[config.mk]
export PLATFORM = sky130hd
export DESIGN_NAME = window_sorter_flat
export DESIGN_NICKNAME = d
export VERILOG_FILES = /design/src/rtl/amf_pkg.sv /design/src/rtl/window_sorter_if.sv /design/src/rtl/window_sorter_sort_slot.sv /design/src/rtl/window_sorter.sv /design/src/flat_wrapper.sv
export SDC_FILE = /design/constraint.sdc
export NUM_CORES = 1
export LEC_CHECK = 0
export BUFFER_PORTS_ARGS = -buffer_cell sky130_fd_sc_hd__buf_2
export CAP_MARGIN = 25
export CORE_MARGIN = 10
export CORE_UTILIZATION = 45
export CTS_BUF_LIST = sky130_fd_sc_hd__clkbuf_16
export DETAILED_ROUTE_END_ITERATION = 6
export GPL_TIMING_DRIVEN = 0
export PLACE_DENSITY_LB_ADDON = 0.12
export SLEW_MARGIN = 20
export SYNTH_ARGS = -nofsm -noshare
export SYNTH_HDL_FRONTEND = slang
export SYNTH_SLANG_ARGS = --single-unit
[constraint.sdc]
create_clock -name clk -period 3 [get_ports clk]
set_input_delay 0.3 -clock clk [delete_from_list [all_inputs] [get_ports clk]]
set_output_delay 0.3 -clock clk [all_outputs]
set_load 0.03 [all_outputs]
[src/rtl/amf_pkg.sv]
// Shared definitions for the adaptive median filter datapath: state encoding,
// a constant clog2 helper and the default sample width.
package amf_pkg;

    localparam int DEFAULT_DATA_WIDTH = 8;

    localparam logic FILL_ENC = 1'b0;
    localparam logic DONE_ENC = 1'b1;

    typedef enum logic {
        ST_FILL = FILL_ENC,
        ST_DONE = DONE_ENC
    } state_e;

    function automatic int clog2(input int value);
        int r;
        r = 0;
        for (int v = value - 1; v > 0; v = v >> 1) begin
            r++;
        end
        return r;
    endfunction

endpackage

[src/rtl/window_sorter_if.sv]
// Sample-in / result-out handshake bundle of the window sorter.
interface window_sorter_if import amf_pkg::*; #(
    parameter int DATA_WIDTH = DEFAULT_DATA_WIDTH,
    parameter int WINDOW     = 9
);
    localparam int CNT_W = clog2(WINDOW + 1);

    logic                  in_valid;
    logic                  in_ready;
    logic [DATA_WIDTH-1:0] in_data;
    logic                  in_last;
    logic                  out_valid;
    logic                  out_ready;
    logic [DATA_WIDTH-1:0] out_min;
    logic [DATA_WIDTH-1:0] out_med;
    logic [DATA_WIDTH-1:0] out_max;
    logic [CNT_W-1:0]      out_count;

    modport master (
        output in_valid, in_data, in_last, out_ready,
        input  in_ready, out_valid, out_min, out_med, out_max, out_count
    );

    modport slave (
        input  in_valid, in_data, in_last, out_ready,
        output in_ready, out_valid, out_min, out_med, out_max, out_count
    );

endinterface

[src/rtl/window_sorter_sort_slot.sv]
// One position of the insertion-sorted array: register, "new sample goes before me"
// compare and next-value mux. WINDOW_SORTER_SIGNED_EN selects two's-complement compares.
module sort_slot import amf_pkg::*; #(
    parameter int DATA_WIDTH = DEFAULT_DATA_WIDTH
) (
    input  logic                  clk,
    input  logic [DATA_WIDTH-1:0] x,
    input  logic                  empty,
    input  logic                  we,
    input  logic                  lt_prev,
    input  logic [DATA_WIDTH-1:0] prev_val,
    output logic                  lt,
    output logic [DATA_WIDTH-1:0] slot
);
    logic [DATA_WIDTH-1:0] slot_q, slot_d;
    logic                  x_lt;

`ifdef WINDOW_SORTER_SIGNED_EN
    logic signed [DATA_WIDTH-1:0] x_s, slot_s;
    assign x_s    = x;
    assign slot_s = slot_q;
    assign x_lt   = x_s < slot_s;
`else
    assign x_lt = x < slot_q;
`endif

    // Strict compare keeps equal samples in arrival order; unused slots act as +infinity.
    assign lt = empty || x_lt;

    always_comb begin
        slot_d = slot_q;
        if (we && lt) begin
            slot_d = lt_prev ? prev_val : x;
        end
    end

    always_ff @(posedge clk) begin
        slot_q <= slot_d;
    end

    assign slot = slot_q;

endmodule

[src/rtl/window_sorter.sv]
// Streaming window sorter: collects up to WINDOW samples into a parallel insertion-sorted
// array and reports min/median/max/count. Build option: WINDOW_SORTER_SIGNED_EN.
module window_sorter import amf_pkg::*; #(
    parameter int DATA_WIDTH = DEFAULT_DATA_WIDTH,
    parameter int WINDOW     = 9
) (
    input  logic           clk,
    input  logic           rst,
    window_sorter_if.slave bus
);
    localparam int               CNT_W    = clog2(WINDOW + 1);
    localparam logic [CNT_W-1:0] LAST_CNT = CNT_W'(WINDOW - 1);

    state_e                state_q, state_d;
    logic [CNT_W-1:0]      count_q, count_d;
    logic                  accept;
    logic [WINDOW-1:0]     lt;
    logic [DATA_WIDTH-1:0] slot_val [WINDOW];
    logic [CNT_W-1:0]      max_idx;
    logic [CNT_W-1:0]      med_idx;

    assign accept = bus.in_valid && (state_q == ST_FILL);

    always_ff @(posedge clk or posedge rst) begin
        if (rst) begin
            state_q <= ST_FILL;
            count_q <= '0;
        end else begin
            state_q <= state_d;
            count_q <= count_d;
        end
    end

    // Handshake flags decode from the state register only.
    always_comb begin
        state_d       = state_q;
        count_d       = count_q;
        bus.in_ready  = 1'b0;
        bus.out_valid = 1'b0;
        case (state_q)
            ST_FILL: begin
                bus.in_ready = 1'b1;
                if (accept) begin
                    count_d = count_q + CNT_W'(1);
                    if ((count_q == LAST_CNT) || bus.in_last) begin
                        state_d = ST_DONE;
                    end
                end
            end
            ST_DONE: begin
                bus.out_valid = 1'b1;
                if (bus.out_ready) begin
                    state_d = ST_FILL;
                    count_d = '0;
                end
            end
            default: state_d = ST_FILL;
        endcase
    end

    for (genvar i = 0; i < WINDOW; i++) begin : g_slot
        localparam logic [CNT_W-1:0] IDX = CNT_W'(i);
        logic                  lt_prev;
        logic [DATA_WIDTH-1:0] prev_val;
        logic                  empty;
        logic                  we;
        if (i == 0) begin : g_head
            assign lt_prev  = 1'b0;
            assign prev_val = '0;
            assign empty    = (count_q == '0);
            assign we       = accept;
        end else begin : g_body
            assign lt_prev  = lt[i-1];
            assign prev_val = slot_val[i-1];
            assign empty    = (IDX >= count_q);
            assign we       = accept && (IDX <= count_q);
        end
        sort_slot #(.DATA_WIDTH(DATA_WIDTH)) u_slot (
            .clk      (clk),
            .x        (bus.in_data),
            .empty    (empty),
            .we       (we),
            .lt_prev  (lt_prev),
            .prev_val (prev_val),
            .lt       (lt[i]),
            .slot     (slot_val[i])
        );
    end

    always_comb begin
        max_idx       = count_q - CNT_W'(1);
        med_idx       = max_idx >> 1;
        bus.out_min   = '0;
        bus.out_med   = '0;
        bus.out_max   = '0;
        bus.out_count = '0;
        if (state_q == ST_DONE) begin
            bus.out_min   = slot_val[0];
            bus.out_med   = slot_val[med_idx];
            bus.out_max   = slot_val[max_idx];
            bus.out_count = count_q;
        end
    end

endmodule

[src/flat_wrapper.sv]
// flat-port wrapper written by rule: the top's interface ports become plain ports
module window_sorter_flat import amf_pkg::*;
#(
    parameter int DATA_WIDTH = DEFAULT_DATA_WIDTH,
    parameter int WINDOW     = 9
)
  (clk, rst, bus_in_valid, bus_in_data, bus_in_last, bus_out_ready, bus_in_ready, bus_out_valid, bus_out_min, bus_out_med, bus_out_max, bus_out_count);
  window_sorter_if #(.DATA_WIDTH(DATA_WIDTH), .WINDOW(WINDOW)) bus_i ();
  input  logic clk;
  input  logic rst;
  input wire logic [$bits(bus_i.in_valid)-1:0] bus_in_valid;
  input wire logic [$bits(bus_i.in_data)-1:0] bus_in_data;
  input wire logic [$bits(bus_i.in_last)-1:0] bus_in_last;
  input wire logic [$bits(bus_i.out_ready)-1:0] bus_out_ready;
  output wire logic [$bits(bus_i.in_ready)-1:0] bus_in_ready;
  output wire logic [$bits(bus_i.out_valid)-1:0] bus_out_valid;
  output wire logic [$bits(bus_i.out_min)-1:0] bus_out_min;
  output wire logic [$bits(bus_i.out_med)-1:0] bus_out_med;
  output wire logic [$bits(bus_i.out_max)-1:0] bus_out_max;
  output wire logic [$bits(bus_i.out_count)-1:0] bus_out_count;
  assign bus_i.in_valid = bus_in_valid;
  assign bus_i.in_data = bus_in_data;
  assign bus_i.in_last = bus_in_last;
  assign bus_i.out_ready = bus_out_ready;
  assign bus_in_ready = bus_i.in_ready;
  assign bus_out_valid = bus_i.out_valid;
  assign bus_out_min = bus_i.out_min;
  assign bus_out_med = bus_i.out_med;
  assign bus_out_max = bus_i.out_max;
  assign bus_out_count = bus_i.out_count;
  window_sorter #(.DATA_WIDTH(DATA_WIDTH), .WINDOW(WINDOW)) u_core (.clk(clk), .rst(rst), .bus(bus_i));
endmodule
Word level (Yosys, flattened, before mapping):

Cells that the tools add are included.

* bitwise logic cells: 3
* muxes and demuxes: 27
* eq/ne operators: 3
* reduce and logical (&&, ||, !) cells: 30
* $lt $le $gt $ge: 27
* add/subtract/negate cells: 2

Operator list (count)
* $mux W8: 15
* $lt A8 B8 Y1: 9
* $bmux W8 S4: 2
* $logic_and A1 B1 Y1: 18
* $ge A3 B4 Y1 const A: 4
* $le A3 B4 Y1 const A: 4
* $mux W4: 3
* $ge A5 B5 Y1 const B: 2
* $logic_or A1 B1 Y1: 10
* $ge A2 B4 Y1 const A: 2
* $le A2 B4 Y1 const A: 2
* $pmux W4 S2: 1
* $mux W1: 5
* $not A3 Y5: 1
* $not A4 Y5: 1
* $add A4 B1 Y4 const B: 1
* $eq A4 B4 Y1 const B: 1
* $ge A1 B4 Y1 const A: 1
* $ge A4 B4 Y1 const A: 1
* $le A1 B4 Y1 const A: 1
* $le A4 B4 Y1 const A: 1
* $logic_not A4 Y1: 1
* $sub A4 B1 Y4 const B: 1
* $ne A2 B1 Y1 const B: 1
* other kinds (4): 4

* bits in registers: 77
* logic and storage cells: 103
* input bits: 13
* output and inout bits: 30

Longest topological paths before layout:

* depth after elaboration: 6
* mapped depth: 8
* mapped depth without buffers: 7

Hierarchy:

From an unflattened synthesis, not the netlist that was laid out.

* cell total of the unflattened synthesis: 617
* area, all modules: 6712.7 um^2

By module, submodules not included
* sort_slot: seq. area each 240.2 um^2, cells each 46, area an instance 560.5 um^2, instances 9
* window_sorter: seq. area each 125.1 um^2, cells each 203, area an instance 1667.8 um^2, instances 1

Least setup slack after synthesis:

OpenSTA, ideal clock, no wires.

* path kind: reg-to-output
* start point: register u_core.count_q[0]
* end point: output bus_out_max[2]
* path buffers: 3
* data arrival time: 2.383 ns
* slack: 0.317 ns
* cell stages (with the launch flop): 9
* required time: 2.700 ns
* cells stage by stage: dfrtp_1 > inv_1 > ha_1 > buf_2 > buf_1 > buf_2 > mux4_2 > a22oi_1 > nand2_1

* word-level cells in the longest chain between the ends: 6

RTL lines
* start, declared: RTL line window_sorter.sv:15 `logic [CNT_W-1:0] count_q, count_d;`
* start signal, assigned: RTL line window_sorter.sv:30 `count_q <= count_d;`
* $sub A4 B1 Y4: RTL line window_sorter.sv:91 `max_idx = count_q - CNT_W'(1);`
* $not A4 Y5 (not written as such): RTL line window_sorter.sv:100 `bus.out_max = slot_val[max_idx];`
* $bmux W8 S4: RTL line window_sorter.sv:100
* $mux W8 (not written as such) (2 in series): RTL line window_sorter.sv:100
* $mux W8: RTL line window_sorter.sv:97 `if (state_q == ST_DONE) begin`
* end, declared: RTL line flat_wrapper.sv:19 `output wire logic [$bits(bus_i.out_max)-1:0] bus_out_max;`

No other way between the ends. The select of a mux whose other input is x is not followed.

Worst setup path in the final report:

* start point: register u_core.count_q[0]
* end point: output bus_out_max[4]

Same word-level chain as after synthesis.

==> results.md <==
- Outcome: completed
- Syn nets: 605
- Non-filler instance count after layout: 768
- Mapped Avg Cell Area: 11.7 um2
- Final WL: 16.5 mm
- Initial antenna violation count: 0
- All-layer global routing usage: 18.2%
- Number of vias per cell: 5.87
- I/O pin count: 43
- Slew HR: 41.0%
- WL/cell: 21.5 um
- Setup crit end kind: primary output
- Routability cong.: 0.839
- Leak: 2.99 nW
- 1st-iter DRT viols: 274
- Setup ws final: 114 ps
- Synth async-reset ratio: 6.49%
- Root Driver: clkbuf_16
- Hold Path End: u_core.g_slot[0].u_slot.slot[0]
- Final nets: 667
- Largest net degree at the start of global routing: 19
- H-tree levels: 3
- Setup WS pre-CTS: -380 ps
- Final hold slack: 260 ps
- PwrDens: 741 mW/mm2
- Critical path fanouts, max: 10
- Yosys top cell area share: 35.1%
- Post-route ant nets: 0
- Final hold viol count: 0
- Hold Crit Class: in -> reg
- DR pass1 iterations: 5
- Clk slew on worst S/H paths: 60 ps
- Final Slew Violations: 0
- Synth top area cells: edfxtp_1 (35%), ha_1 (14%), mux4_2 (12%)
- Dpl cells: 743
- Number of enable flip-flop cells after synthesis: 72
- Worst min-delay path startpoint: bus_in_data[0]
- ANT cells: 0
- Post-route cell area: 0.00713 mm2
- Worst clock skew: 4.50 ps
- Die Ht: 137 um
- FF-to-FF path depth: 6
- Most common library cells after synthesis: edfxtp_1 (72), inv_1 (72), ha_1 (67)
- Register area share after synthesis: 37.1%
- Vias: 4509
- WP data arrival: 2590 ps
- Layout area overhead: 15.6%
- Startpoint Class: flop
- Vias in the first global route: 4724
- CTS tree: done
- Final Critical Period: 2890 ps
- Count of different cell masters after synthesis: 50
- IO Port Bufs: 42
- Reg2reg setup slack: 250 ps
- Hold Path Stages: 1
- Number of setup violations in the final report: 0
- CORE AREA: 0.0133 mm2
- Fillers: 1175
- Max VDD drop: 0.336 mV
- Top_reg_cell synth: edfxtp_1
- Die area: 0.0188 mm2
- Num CTS Buffers: 9
- Yosys top cell by area: edfxtp_1
- Max-Cap Viols: 0
- Reg2reg start: u_core.g_slot[5].u_slot.slot[1]
- Flops & latches, synth: 77
- Gr ovfl total: 0
- Post-DP Area: 0.00662 mm2
- Clock Latency Late Sink: 350 ps
- Post-DP HPWL: 13.1 mm
- Final worst path period share: 96.2%
- Worst EP required: 2700 ps
- Die Wd: 137 um
- Total design power: 0.00529 W
- Worst R2R End: u_core.g_slot[5].u_slot.slot[2]
- Critical path type: reg -> out
- Clk buf depth: 2
- Post-Synthesis Cell Area: 0.00617 mm2
- Post-route DRC: 0
- Maximum clock rate: 346 MHz
- Worst Tran Pin Value: 885 ps
- Ys Warns: 0
- Sink Count: 77
- Initial Utilization: 46.2%
- Row cnt: 42
- Share of cells above drive strength 1: 34.3%
- Post-synthesis instance total: 525
- First-pass GRT wire length: 25.7 mm
==> kinds of logic (layout without fill, tap and decap cells) <==
kind of cell,Yosys count,after routing,synth area share [%]
xor gates and xnor gates,1,1,0.264
AOI/OAI and AO/OA,93,93,10.7
adders and majority gates,67,67,13.6
buffers and inverters,90,157,6.25
and+or+nand+nor,101,101,8.26
DFF,77,77,37.1
muxes,96,96,23.9
==> routing by layer <==
| layer | track usage [%] | share of wire, % | vias to the layer above |
|---|---|---|---|
| met5 | 0 | 0 | - |
| met4 | 6.32 | 1.8 | 0 |
| met3 | 2.57 | 5.8 | 21 |
| met2 | 31.4 | 51 | 134 |
| met1 | 22.6 | 42 | 2234 |
| li1 | - | - | 2120 |
==> power breakdown <==
group | internal, W | switching, W | leakage, nW
Sequential | 0.00134 | 0.000128 | 0.718
Combinational | 0.00130 | 0.00133 | 2.12
Clock | 0.000724 | 0.000459 | 0.153
==> flip-flops by register name, indices dropped and copies added, names as in the netlist <==
| name | cells |
|---|---|
| u_core.g_slot.u_slot.slot | 72 |
| u_core.state_q | 1 |
| u_core.count_q | 4 |
==> stage by stage <==
| stage | TNS [ps] | utilization, % |
|---|---|---|
| final | 0 | 53.4 |
| after global routing | -2.26 | 53.4 |
| after CTS | -96.5 | 52.8 |
| after detailed placement | -4460 | 49.6 |
| after global placement | -15180 | 49.4 |
| after floorplan | 0 | - |
==> cell type report <==
type	instances	area, um2	area share (%)
multi-input cells	358	3600	50.5
repair buffers	52	288	4.04
well taps	176	220	3.09
flip-flops and latches	77	2290	32.1
inverters	72	274	3.84
clock buffers	9	225	3.16
plain buffers	17	143	2.00
clock inverters	7	90.1	1.26
==> worst max path at each step <==
stage / start / end / cells after the start
2_1_floorplan: u_core.count_q[0] / bus_out_max[2] / 8
3_3_place_gp: bus_in_data[1] / u_core.g_slot[3].u_slot.slot[0] / 6
3_5_place_dp: u_core.count_q[0] / bus_out_max[5] / 9
4_1_cts: u_core.count_q[1] / bus_out_max[4] / 8
5_1_grt: u_core.count_q[0] / bus_out_max[5] / 8
6_report: u_core.count_q[0] / bus_out_max[4] / 8
==> cell usage in the layout (no fill, tap or decap), drive strengths merged, types with 2 or more instances in the layout <==
master / Yosys / routed
a22o: 9 / 9
o21ai: 24 / 24
and4: 6 / 6
nand2b: 12 / 12
dfrtp: 5 / 5
clkinv: 0 / 4
a2111o: 3 / 3
a2bb2oi: 2 / 2
a22oi: 9 / 9
and2: 4 / 4
a21oi: 16 / 16
nor3: 11 / 11
bufinv: 0 / 2
o31ai: 5 / 5
nand2: 31 / 31
o211ai: 2 / 2
edfxtp: 72 / 72
nand3: 3 / 3
a211oi: 4 / 4
a2111oi: 4 / 4
a311oi: 2 / 2
inv: 72 / 71
nor2: 27 / 27
a21o: 2 / 2
mux2: 64 / 64
a31oi: 3 / 3
mux4: 32 / 32
clkbuf: 3 / 12
buf: 15 / 65
o21a: 4 / 4
nor2b: 3 / 3
ha: 67 / 67
clkinvlp: 0 / 2
==> worst max-delay path, stage by stage (launching register included) <==
cell and delay, ps:
dfrtp_2 420, clkinvlp_4 130, ha_4 220, xnor2_4 260
buf_12 190, mux4_2 510, a22oi_2 240, nand2_1 90
buf_2 180
==> timing repair <==
action / CTS / global route
pin swaps: 1 / 2
hold buffers: 1 / 0
setup buffers: 5 / 4
endpoints found under the hold margin: 5 / 0
endpoints found under the setup margin: 16 / 22
resized for setup: 17 / 10
cloned: 0 / 0
No activity file was read; power rests on OpenSTA's default activity.
